File: src/rtl/kyber_pkg.sv
// rtl/kyber_pkg.sv - shared Kyber constants, operand types and requester IDs
package kyber_pkg;

  localparam int WIDTH   = 16;
  localparam int NREQ    = 2;
  localparam int KYBER_Q = 3329;
  localparam int QINV    = -3327;
  localparam int MONT    = -1044;

  typedef logic signed [WIDTH-1:0]   int16_t;
  typedef logic signed [2*WIDTH-1:0] int32_t;
  typedef logic                      req_id_t;

  // 16-bit forms of the constants used directly in the datapath
  localparam int16_t QINV16 = int16_t'(QINV);
  localparam int16_t Q16    = int16_t'(KYBER_Q);

  // One request entering the shared multiplier
  typedef struct packed {
    req_id_t tag;
    int16_t  a;
    int16_t  b;
  } mm_req_t;

  // Response-valid vector addressed to a single requester
  function automatic logic [NREQ-1:0] id_onehot(input req_id_t id);
    return id ? 2'b10 : 2'b01;
  endfunction

endpackage

File: src/rtl/mont_mul_arb_if.sv
// rtl/mont_mul_arb_if.sv - request/response bundle between requesters and mont_mul_arb
interface mont_mul_arb_if;
  import kyber_pkg::*;

  logic [NREQ-1:0]       req_valid;
  logic [NREQ-1:0]       req_ready;
  logic [NREQ*WIDTH-1:0] req_a;
  logic [NREQ*WIDTH-1:0] req_b;
  logic [NREQ-1:0]       rsp_valid;
  logic [NREQ-1:0]       rsp_ready;
  int16_t                rsp_data;

  // Requester side: drives operands and response accept
  modport master (
    output req_valid, req_a, req_b, rsp_ready,
    input  req_ready, rsp_valid, rsp_data
  );

  // Arbiter side
  modport slave (
    input  req_valid, req_a, req_b, rsp_ready,
    output req_ready, rsp_valid, rsp_data
  );

endinterface

File: src/rtl/mont_mul_pipe.sv
// rtl/mont_mul_pipe.sv - pipelined Montgomery multiply-reduce a*b*2^-16 mod q; MONT_MUL_ARB_CANON_EN adds a canonicalising S4
module mont_mul_pipe
  import kyber_pkg::*;
(
  input  logic    clk,
  input  logic    rst_n,
  input  logic    en,
  input  logic    in_valid,
  input  mm_req_t in_req,
  output logic    out_valid,
  output req_id_t out_tag,
  output int16_t  out_data,
  output logic    busy
);

  logic    s1_valid_q, s1_valid_d;
  req_id_t s1_tag_q,   s1_tag_d;
  int32_t  s1_p_q,     s1_p_d;

  logic    s2_valid_q, s2_valid_d;
  req_id_t s2_tag_q,   s2_tag_d;
  int32_t  s2_p_q,     s2_p_d;
  int16_t  s2_t_q,     s2_t_d;

  logic    s3_valid_q, s3_valid_d;
  req_id_t s3_tag_q,   s3_tag_d;
  int16_t  s3_r_q,     s3_r_d;

`ifdef MONT_MUL_ARB_CANON_EN
  logic    s4_valid_q, s4_valid_d;
  req_id_t s4_tag_q,   s4_tag_d;
  int16_t  s4_r_q,     s4_r_d;
`endif

  // Next-stage values: hold everything when disabled, otherwise shift one stage
  always_comb begin
    s1_valid_d = s1_valid_q;
    s1_tag_d   = s1_tag_q;
    s1_p_d     = s1_p_q;
    s2_valid_d = s2_valid_q;
    s2_tag_d   = s2_tag_q;
    s2_p_d     = s2_p_q;
    s2_t_d     = s2_t_q;
    s3_valid_d = s3_valid_q;
    s3_tag_d   = s3_tag_q;
    s3_r_d     = s3_r_q;
`ifdef MONT_MUL_ARB_CANON_EN
    s4_valid_d = s4_valid_q;
    s4_tag_d   = s4_tag_q;
    s4_r_d     = s4_r_q;
`endif
    if (en) begin
      // S1: full signed product
      s1_valid_d = in_valid;
      s1_tag_d   = in_req.tag;
      s1_p_d     = int32_t'(in_req.a) * int32_t'(in_req.b);
      // S2: t = p * q^-1 mod 2^16, only the low half matters
      s2_valid_d = s1_valid_q;
      s2_tag_d   = s1_tag_q;
      s2_p_d     = s1_p_q;
      s2_t_d     = int16_t'(s1_p_q[WIDTH-1:0] * QINV16);
      // S3: p - t*q has zero low half; 33 bits keep the sign of the full difference
      s3_valid_d = s2_valid_q;
      s3_tag_d   = s2_tag_q;
      s3_r_d     = int16_t'((33'(s2_p_q) - 33'(s2_t_q) * 33'(KYBER_Q)) >>> 16);
`ifdef MONT_MUL_ARB_CANON_EN
      // S4: fold (-q, 0) into [0, q)
      s4_valid_d = s3_valid_q;
      s4_tag_d   = s3_tag_q;
      s4_r_d     = s3_r_q[WIDTH-1] ? s3_r_q + Q16 : s3_r_q;
`endif
    end
  end

  // Stage registers
  always_ff @(posedge clk or negedge rst_n) begin
    if (!rst_n) begin
      s1_valid_q <= 1'b0;
      s1_tag_q   <= 1'b0;
      s1_p_q     <= '0;
      s2_valid_q <= 1'b0;
      s2_tag_q   <= 1'b0;
      s2_p_q     <= '0;
      s2_t_q     <= '0;
      s3_valid_q <= 1'b0;
      s3_tag_q   <= 1'b0;
      s3_r_q     <= '0;
`ifdef MONT_MUL_ARB_CANON_EN
      s4_valid_q <= 1'b0;
      s4_tag_q   <= 1'b0;
      s4_r_q     <= '0;
`endif
    end else begin
      s1_valid_q <= s1_valid_d;
      s1_tag_q   <= s1_tag_d;
      s1_p_q     <= s1_p_d;
      s2_valid_q <= s2_valid_d;
      s2_tag_q   <= s2_tag_d;
      s2_p_q     <= s2_p_d;
      s2_t_q     <= s2_t_d;
      s3_valid_q <= s3_valid_d;
      s3_tag_q   <= s3_tag_d;
      s3_r_q     <= s3_r_d;
`ifdef MONT_MUL_ARB_CANON_EN
      s4_valid_q <= s4_valid_d;
      s4_tag_q   <= s4_tag_d;
      s4_r_q     <= s4_r_d;
`endif
    end
  end

`ifdef MONT_MUL_ARB_CANON_EN
  assign out_valid = s4_valid_q;
  assign out_tag   = s4_tag_q;
  assign out_data  = s4_r_q;
  assign busy      = s1_valid_q | s2_valid_q | s3_valid_q | s4_valid_q;
`else
  assign out_valid = s3_valid_q;
  assign out_tag   = s3_tag_q;
  assign out_data  = s3_r_q;
  assign busy      = s1_valid_q | s2_valid_q | s3_valid_q;
`endif

endmodule

File: src/rtl/mont_mul_arb.sv
// rtl/mont_mul_arb.sv - round-robin sharing of one Montgomery multiplier between two requesters (MONT_MUL_ARB_CANON_EN: canonical results)
module mont_mul_arb
  import kyber_pkg::*;
(
  input  logic           clk,
  input  logic           rst_n,
  mont_mul_arb_if.slave  bus,
  output logic           busy
);

  req_id_t         last_q, last_d;
  logic [NREQ-1:0] grant;
  logic [NREQ-1:0] ready;
  logic            stall;
  logic            accept;
  req_id_t         sel;
  mm_req_t         sel_req;

  logic            head_valid;
  req_id_t         head_tag;
  int16_t          head_data;

  // Grant, head-of-line stall and operand selection for the winning requester
  always_comb begin
    grant = bus.req_valid;
    if (&bus.req_valid) begin
      grant = last_q ? 2'b01 : 2'b10;
    end
    stall       = head_valid & ~bus.rsp_ready[head_tag];
    ready       = stall ? '0 : grant;
    accept      = |(bus.req_valid & ready);
    sel         = grant[1];
    sel_req.tag = sel;
    sel_req.a   = sel ? bus.req_a[2*WIDTH-1:WIDTH] : bus.req_a[WIDTH-1:0];
    sel_req.b   = sel ? bus.req_b[2*WIDTH-1:WIDTH] : bus.req_b[WIDTH-1:0];
    last_d      = accept ? sel : last_q;
  end

  // Round-robin pointer; starts at 1 so requester 0 wins the first tie
  always_ff @(posedge clk or negedge rst_n) begin
    if (!rst_n) begin
      last_q <= 1'b1;
    end else begin
      last_q <= last_d;
    end
  end

  mont_mul_pipe u_pipe (
    .clk       (clk),
    .rst_n     (rst_n),
    .en        (~stall),
    .in_valid  (accept),
    .in_req    (sel_req),
    .out_valid (head_valid),
    .out_tag   (head_tag),
    .out_data  (head_data),
    .busy      (busy)
  );

  assign bus.req_ready = ready;
  assign bus.rsp_valid = head_valid ? id_onehot(head_tag) : '0;
  assign bus.rsp_data  = head_data;

endmodule

File: src/flat_wrapper.sv
// flat-port wrapper written by rule: the top's interface ports become plain ports
module mont_mul_arb_flat import kyber_pkg::*;
  (clk, rst_n, busy, bus_req_valid, bus_req_a, bus_req_b, bus_rsp_ready, bus_req_ready, bus_rsp_valid, bus_rsp_data);
  mont_mul_arb_if bus_i ();
  input  logic clk;
  input  logic rst_n;
  output logic busy;
  input wire logic [$bits(bus_i.req_valid)-1:0] bus_req_valid;
  input wire logic [$bits(bus_i.req_a)-1:0] bus_req_a;
  input wire logic [$bits(bus_i.req_b)-1:0] bus_req_b;
  input wire logic [$bits(bus_i.rsp_ready)-1:0] bus_rsp_ready;
  output wire logic [$bits(bus_i.req_ready)-1:0] bus_req_ready;
  output wire logic [$bits(bus_i.rsp_valid)-1:0] bus_rsp_valid;
  output wire logic [$bits(bus_i.rsp_data)-1:0] bus_rsp_data;
  assign bus_i.req_valid = bus_req_valid;
  assign bus_i.req_a = bus_req_a;
  assign bus_i.req_b = bus_req_b;
  assign bus_i.rsp_ready = bus_rsp_ready;
  assign bus_req_ready = bus_i.req_ready;
  assign bus_rsp_valid = bus_i.rsp_valid;
  assign bus_rsp_data = bus_i.rsp_data;
  mont_mul_arb u_core (.clk(clk), .rst_n(rst_n), .bus(bus_i), .busy(busy));
endmodule
File: config.mk
export PLATFORM = sky130hd
export DESIGN_NAME = mont_mul_arb_flat
export DESIGN_NICKNAME = d
export VERILOG_FILES = /design/src/rtl/kyber_pkg.sv /design/src/rtl/mont_mul_arb_if.sv /design/src/rtl/mont_mul_pipe.sv /design/src/rtl/mont_mul_arb.sv /design/src/flat_wrapper.sv
export SDC_FILE = /design/constraint.sdc
export NUM_CORES = 1
export LEC_CHECK = 0
export BUFFER_PORTS_ARGS = -buffer_cell sky130_fd_sc_hd__clkbuf_2
export CAP_MARGIN = 15
export CORE_MARGIN = 3
export CORE_UTILIZATION = 65
export CTS_CLUSTER_DIAMETER = 50
export DETAILED_ROUTE_END_ITERATION = 12
export GPL_ROUTABILITY_DRIVEN = 1
export PLACE_DENSITY = 0.87
export SYNTH_ARGS = -nofsm -noshare
export SYNTH_HDL_FRONTEND = slang
export SYNTH_SLANG_ARGS = --single-unit
File: constraint.sdc
create_clock -name clk -period 13.96 [get_ports clk]
set_input_delay 1.396 -clock clk [delete_from_list [all_inputs] [get_ports clk]]
set_output_delay 1.396 -clock clk [all_outputs]
set_load 0.01 [all_outputs]
==> metrics.md <==
| Metric | Value |
|---|---|
| Max_slew headroom | a little under a fifth |
| Number of clock buffers inserted by TritonCTS | 9 |
| Number of nets in the synthesized netlist | between 2k and 3k |
| Overflow left after global routing | 0 |
| Layout net count | around 2.7k |
| Tightest Hold Check Type | reg -> reg |
| Die area | 30340 µm² |
| Number of H-tree levels | 3 |
| Die X | 174.2 µm |
| Final critical delay including setup and external delays | approximately 9 ns |
| Crit Path Class | in -> reg |
| Start point of the worst min-delay path | u_core.u_pipe.out_data[7] |
| Total length of routed wires | around 43000 µm |
| Max-slew violation count | 0 |
| Die span in y | 174.2 µm |
| Worst-path clk slew | 0.08 ns |
| Final clock skew | about 0.011 ns |
| Number of remaining DRC errors | 0 |
| Seq/Total Area, Yosys | 12.94% |
| Final hold violations | 0 |
| Max cap viols | 0 |
| Clock root buffer master | sky130_fd_sc_hd__clkbuf_16 |
| Number of fillers in the final layout | 2040 |
| Cell type with the largest total area after synthesis | sky130_fd_sc_hd__fa_1 |
| Clk Latency, worst-skew pair | approximately 0.36 ns |
| Highest Clock Rate | roughly 110 MHz |
| Number of sinks driven by the clock tree | 95 |
| Length of the first detailed-routing pass in iterations | 5 |
| Via count of the first global-routing pass | approximately 15k |
| Overall Global Routing Usage | 29.57% |
| Dpl hpwl | about 36000 µm |
| Initial detailed-routing violation count | 1002 |
| R2R Path Start | u_core.last_q |
| Accumulated negative setup slack | 0 ns |
| Status | finished, final reports clean |
| Setup slack of the worst register-to-register path | roughly 5.9 ns |
| Combined area of the multi-input logic cells | about 14000 µm² |
| Per-cell via count in the routed design | about 5.7 |
| Maximum count of clock buffers along a single path | 2 |
| Std cell rows | 60 |
| Number of warnings issued by yosys | 0 |
| Number of antenna violations at the first check in global routing | 0 |
| Required time at the worst-slack endpoint | between 10 and 15 ns |
| Post-Route Hold Slack | just under 0.5 ns |
| Placeable core region | between 20000 and 30000 µm² |
| Average cell area after synthesis | a little over 9 µm² |
| Final setup fails | 0 |
| Flops & latches, synth | 95 |
| CTS tree | built |
| Data arrival time at the worst-slack endpoint | 9.08 ns |
| Max FO, Critical Path | 59 |
| Area of the mapped netlist | 18390 µm² |
| Slew at the pin with the worst max-slew slack | approximately 1.2 ns |
| Post-synth top area share | about a third |
| Routability-driven placement congestion ratio | between 1 and 1.5 |
| Mapped Cells | slightly above 2k |
| Post-synth EDFFs | 0 |
| Worst reg2reg endpoint | u_core.u_pipe.s1_p_q[30] |
| Ranking of synthesized cells by area | sky130_fd_sc_hd__fa_1 (35%), sky130_fd_sc_hd__ha_1 (16%), sky130_fd_sc_hd__dfrtp_1 (13%), sky130_fd_sc_hd__inv_1 (9.9%), sky130_fd_sc_hd__nand2_1 (4.7%) |
| Critical path endpoint category | flip-flop |
| Starting utilization of the core area | 67.10% |
| Number of placed I/O pins | 91 |
| Avg WL per Cell | around 18 µm |
| Wire length of the first global-routing pass | roughly 73000 µm |
| DRT antenna net count | 0 |
| Most used flip-flop cell after synthesis | sky130_fd_sc_hd__dfrtp_1 |
| Setup fix buffers added after clock tree synthesis | 0 |
| Number of hold buffers added after CTS | 0 |
| Reg2reg path depth | 23 |
| Critical path capture point | u_core.u_pipe.s1_p_q[30] |
| Maximum number of pins on one net before global-route repair | 88 |
| Number of distinct standard cells referenced by the synthesized netlist | just under 70 |
| Crit path from | bus_req_valid[1] |
| Sort of element at the start of the critical path | input pin |
| Ys async rst share | between 90% and 100% |
| RSZ-0062 raised after global routing | no |
| Area added between synthesis and finish | 6.084% |
| Post-CTS sizing | 0 |
| I/O Buffers | 90 |
| FF+latch area | roughly 2400 µm² |
| Fraction of layout cells with a size suffix above 1 | 8.365% |
| Via count | between 10k and 15k |
| Final period utilization | around 63% |
| Number of antenna cells inserted | 0 |
-- per-stage QoR --
stage          setup slack [ns]  area, µm²  cells  util (%)
2_1_floorplan             5.778      18390   2011         -
3_3_place_gp              5.104      19200   2436     70.09
3_5_place_dp              4.903      19200   2436     70.09
4_1_cts                   5.247      19510   2452     71.18
5_1_grt                   4.815      19510   2452     71.18
6_report                  5.134      19510   2452     71.18
-- registers in the layout, indices dropped and copies added (netlist names) --
name / count
u_core.u_pipe.s2_p_q: 32
u_core.u_pipe.out_tag: 1
u_core.u_pipe.out_valid: 1
u_core.u_pipe.s2_tag_q: 1
u_core.u_pipe.s2_t_q: 8
u_core.u_pipe.s2_valid_q: 1
u_core.last_q: 1
u_core.u_pipe.s1_p_q: 32
u_core.u_pipe.s1_valid_q: 1
u_core.u_pipe.s1_tag_q: 1
u_core.u_pipe.out_data: 16
-- how the worst min path moves through the flow --
stage / depth (start not counted) / end
global placement: 2 / u_core.u_pipe.out_data[8]
detailed placement: 2 / u_core.u_pipe.out_data[8]
floorplan: 2 / u_core.u_pipe.s2_p_q[31]
CTS: 2 / u_core.u_pipe.out_data[8]
global route: 2 / u_core.u_pipe.s1_p_q[19]
finish: 2 / u_core.u_pipe.out_data[7]
-- cells in the mapped netlist, types with 12 or more instances --
library cell               number
sky130_fd_sc_hd__or3_1         13
sky130_fd_sc_hd__xnor2_1       38
sky130_fd_sc_hd__clkbuf_1      38
sky130_fd_sc_hd__nand3_1       13
sky130_fd_sc_hd__ha_1         231
sky130_fd_sc_hd__o21ai_0       51
sky130_fd_sc_hd__o31ai_1       12
sky130_fd_sc_hd__mux2_2        29
sky130_fd_sc_hd__a21o_1        25
sky130_fd_sc_hd__dfrtp_1       94
sky130_fd_sc_hd__fa_1         318
sky130_fd_sc_hd__a21oi_1       52
sky130_fd_sc_hd__inv_1        484
sky130_fd_sc_hd__nor3_1        18
sky130_fd_sc_hd__nor2_1       171
sky130_fd_sc_hd__xor2_1        19
sky130_fd_sc_hd__nand2_1      232
sky130_fd_sc_hd__mux2i_1       34
-- worst max-delay path, cell delays in order --
cell and delay [ns]:
sky130_fd_sc_hd__clkbuf_2 0.11, sky130_fd_sc_hd__a21boi_4 0.16, sky130_fd_sc_hd__buf_4 0.68, sky130_fd_sc_hd__mux2i_1 1.05, sky130_fd_sc_hd__nor2_1 0.16, sky130_fd_sc_hd__fa_1 0.58
sky130_fd_sc_hd__inv_1 0.05, sky130_fd_sc_hd__fa_1 0.48, sky130_fd_sc_hd__fa_1 0.53, sky130_fd_sc_hd__inv_1 0.06, sky130_fd_sc_hd__fa_1 0.49, sky130_fd_sc_hd__fa_1 0.49
sky130_fd_sc_hd__inv_1 0.05, sky130_fd_sc_hd__fa_1 0.47, sky130_fd_sc_hd__inv_1 0.04, sky130_fd_sc_hd__ha_1 0.34, sky130_fd_sc_hd__nand3_2 0.13, sky130_fd_sc_hd__nor2_1 0.27
sky130_fd_sc_hd__o211ai_1 0.15, sky130_fd_sc_hd__o22a_1 0.28, sky130_fd_sc_hd__a211o_1 0.38, sky130_fd_sc_hd__a211oi_1 0.29, sky130_fd_sc_hd__nor4_1 0.09, sky130_fd_sc_hd__nor4b_1 0.27
-- metal layers --
layer	up-vias	track usage [%]	part of all wire [%]
li1	6335	-	-
met1	6976	38.12	38
met2	548	51.52	52
met3	122	4.653	6.9
met4	0	9.383	3.5
met5	-	0	0
-- cells by family after synthesis --
logic type                 count (synthesis)  share of synthesized area [%]
xor gates and xnor gates                  57                          2.715
AOI/OAI and AO/OA                        215                          7.887
and+or+nand+nor                          498                          11.43
muxes                                     63                          3.627
buffers and inverters                    534                          11.06
adders and majority gates                549                          50.34
DFF                                       95                          12.94
-- placed cells by master (no fill, tap or decap), types with 12 or more instances in the layout --
| cell type | count |
|---|---|
| sky130_fd_sc_hd__buf_4 | 14 |
| sky130_fd_sc_hd__nor3_1 | 18 |
| sky130_fd_sc_hd__ha_1 | 231 |
| sky130_fd_sc_hd__nor2_1 | 171 |
| sky130_fd_sc_hd__fa_1 | 318 |
| sky130_fd_sc_hd__o21ai_0 | 51 |
| sky130_fd_sc_hd__mux2_2 | 29 |
| sky130_fd_sc_hd__o31ai_1 | 12 |
| sky130_fd_sc_hd__xor2_1 | 19 |
| sky130_fd_sc_hd__nand3_1 | 13 |
| sky130_fd_sc_hd__xnor2_1 | 38 |
| sky130_fd_sc_hd__clkbuf_2 | 89 |
| sky130_fd_sc_hd__inv_1 | 484 |
| sky130_fd_sc_hd__a21o_1 | 25 |
| sky130_fd_sc_hd__or3_1 | 13 |
| sky130_fd_sc_hd__nand2_1 | 231 |
| sky130_fd_sc_hd__dfrtp_1 | 94 |
| sky130_fd_sc_hd__a21oi_1 | 52 |
| sky130_fd_sc_hd__mux2i_1 | 34 |
-- layout make-up --
cell class,count,share of cell area [%]
clock buffers,11,1.296
flip-flops and latches,95,12.19
multi-input cells,1382,71.74
repair buffers,103,2.822
clock inverters,5,0.2438
well taps,372,2.386
inverters,484,9.314
Power is left out: the tool's default activity adds up to more than one toggle a clock period on the data nets, which glitch-free logic cannot reach.
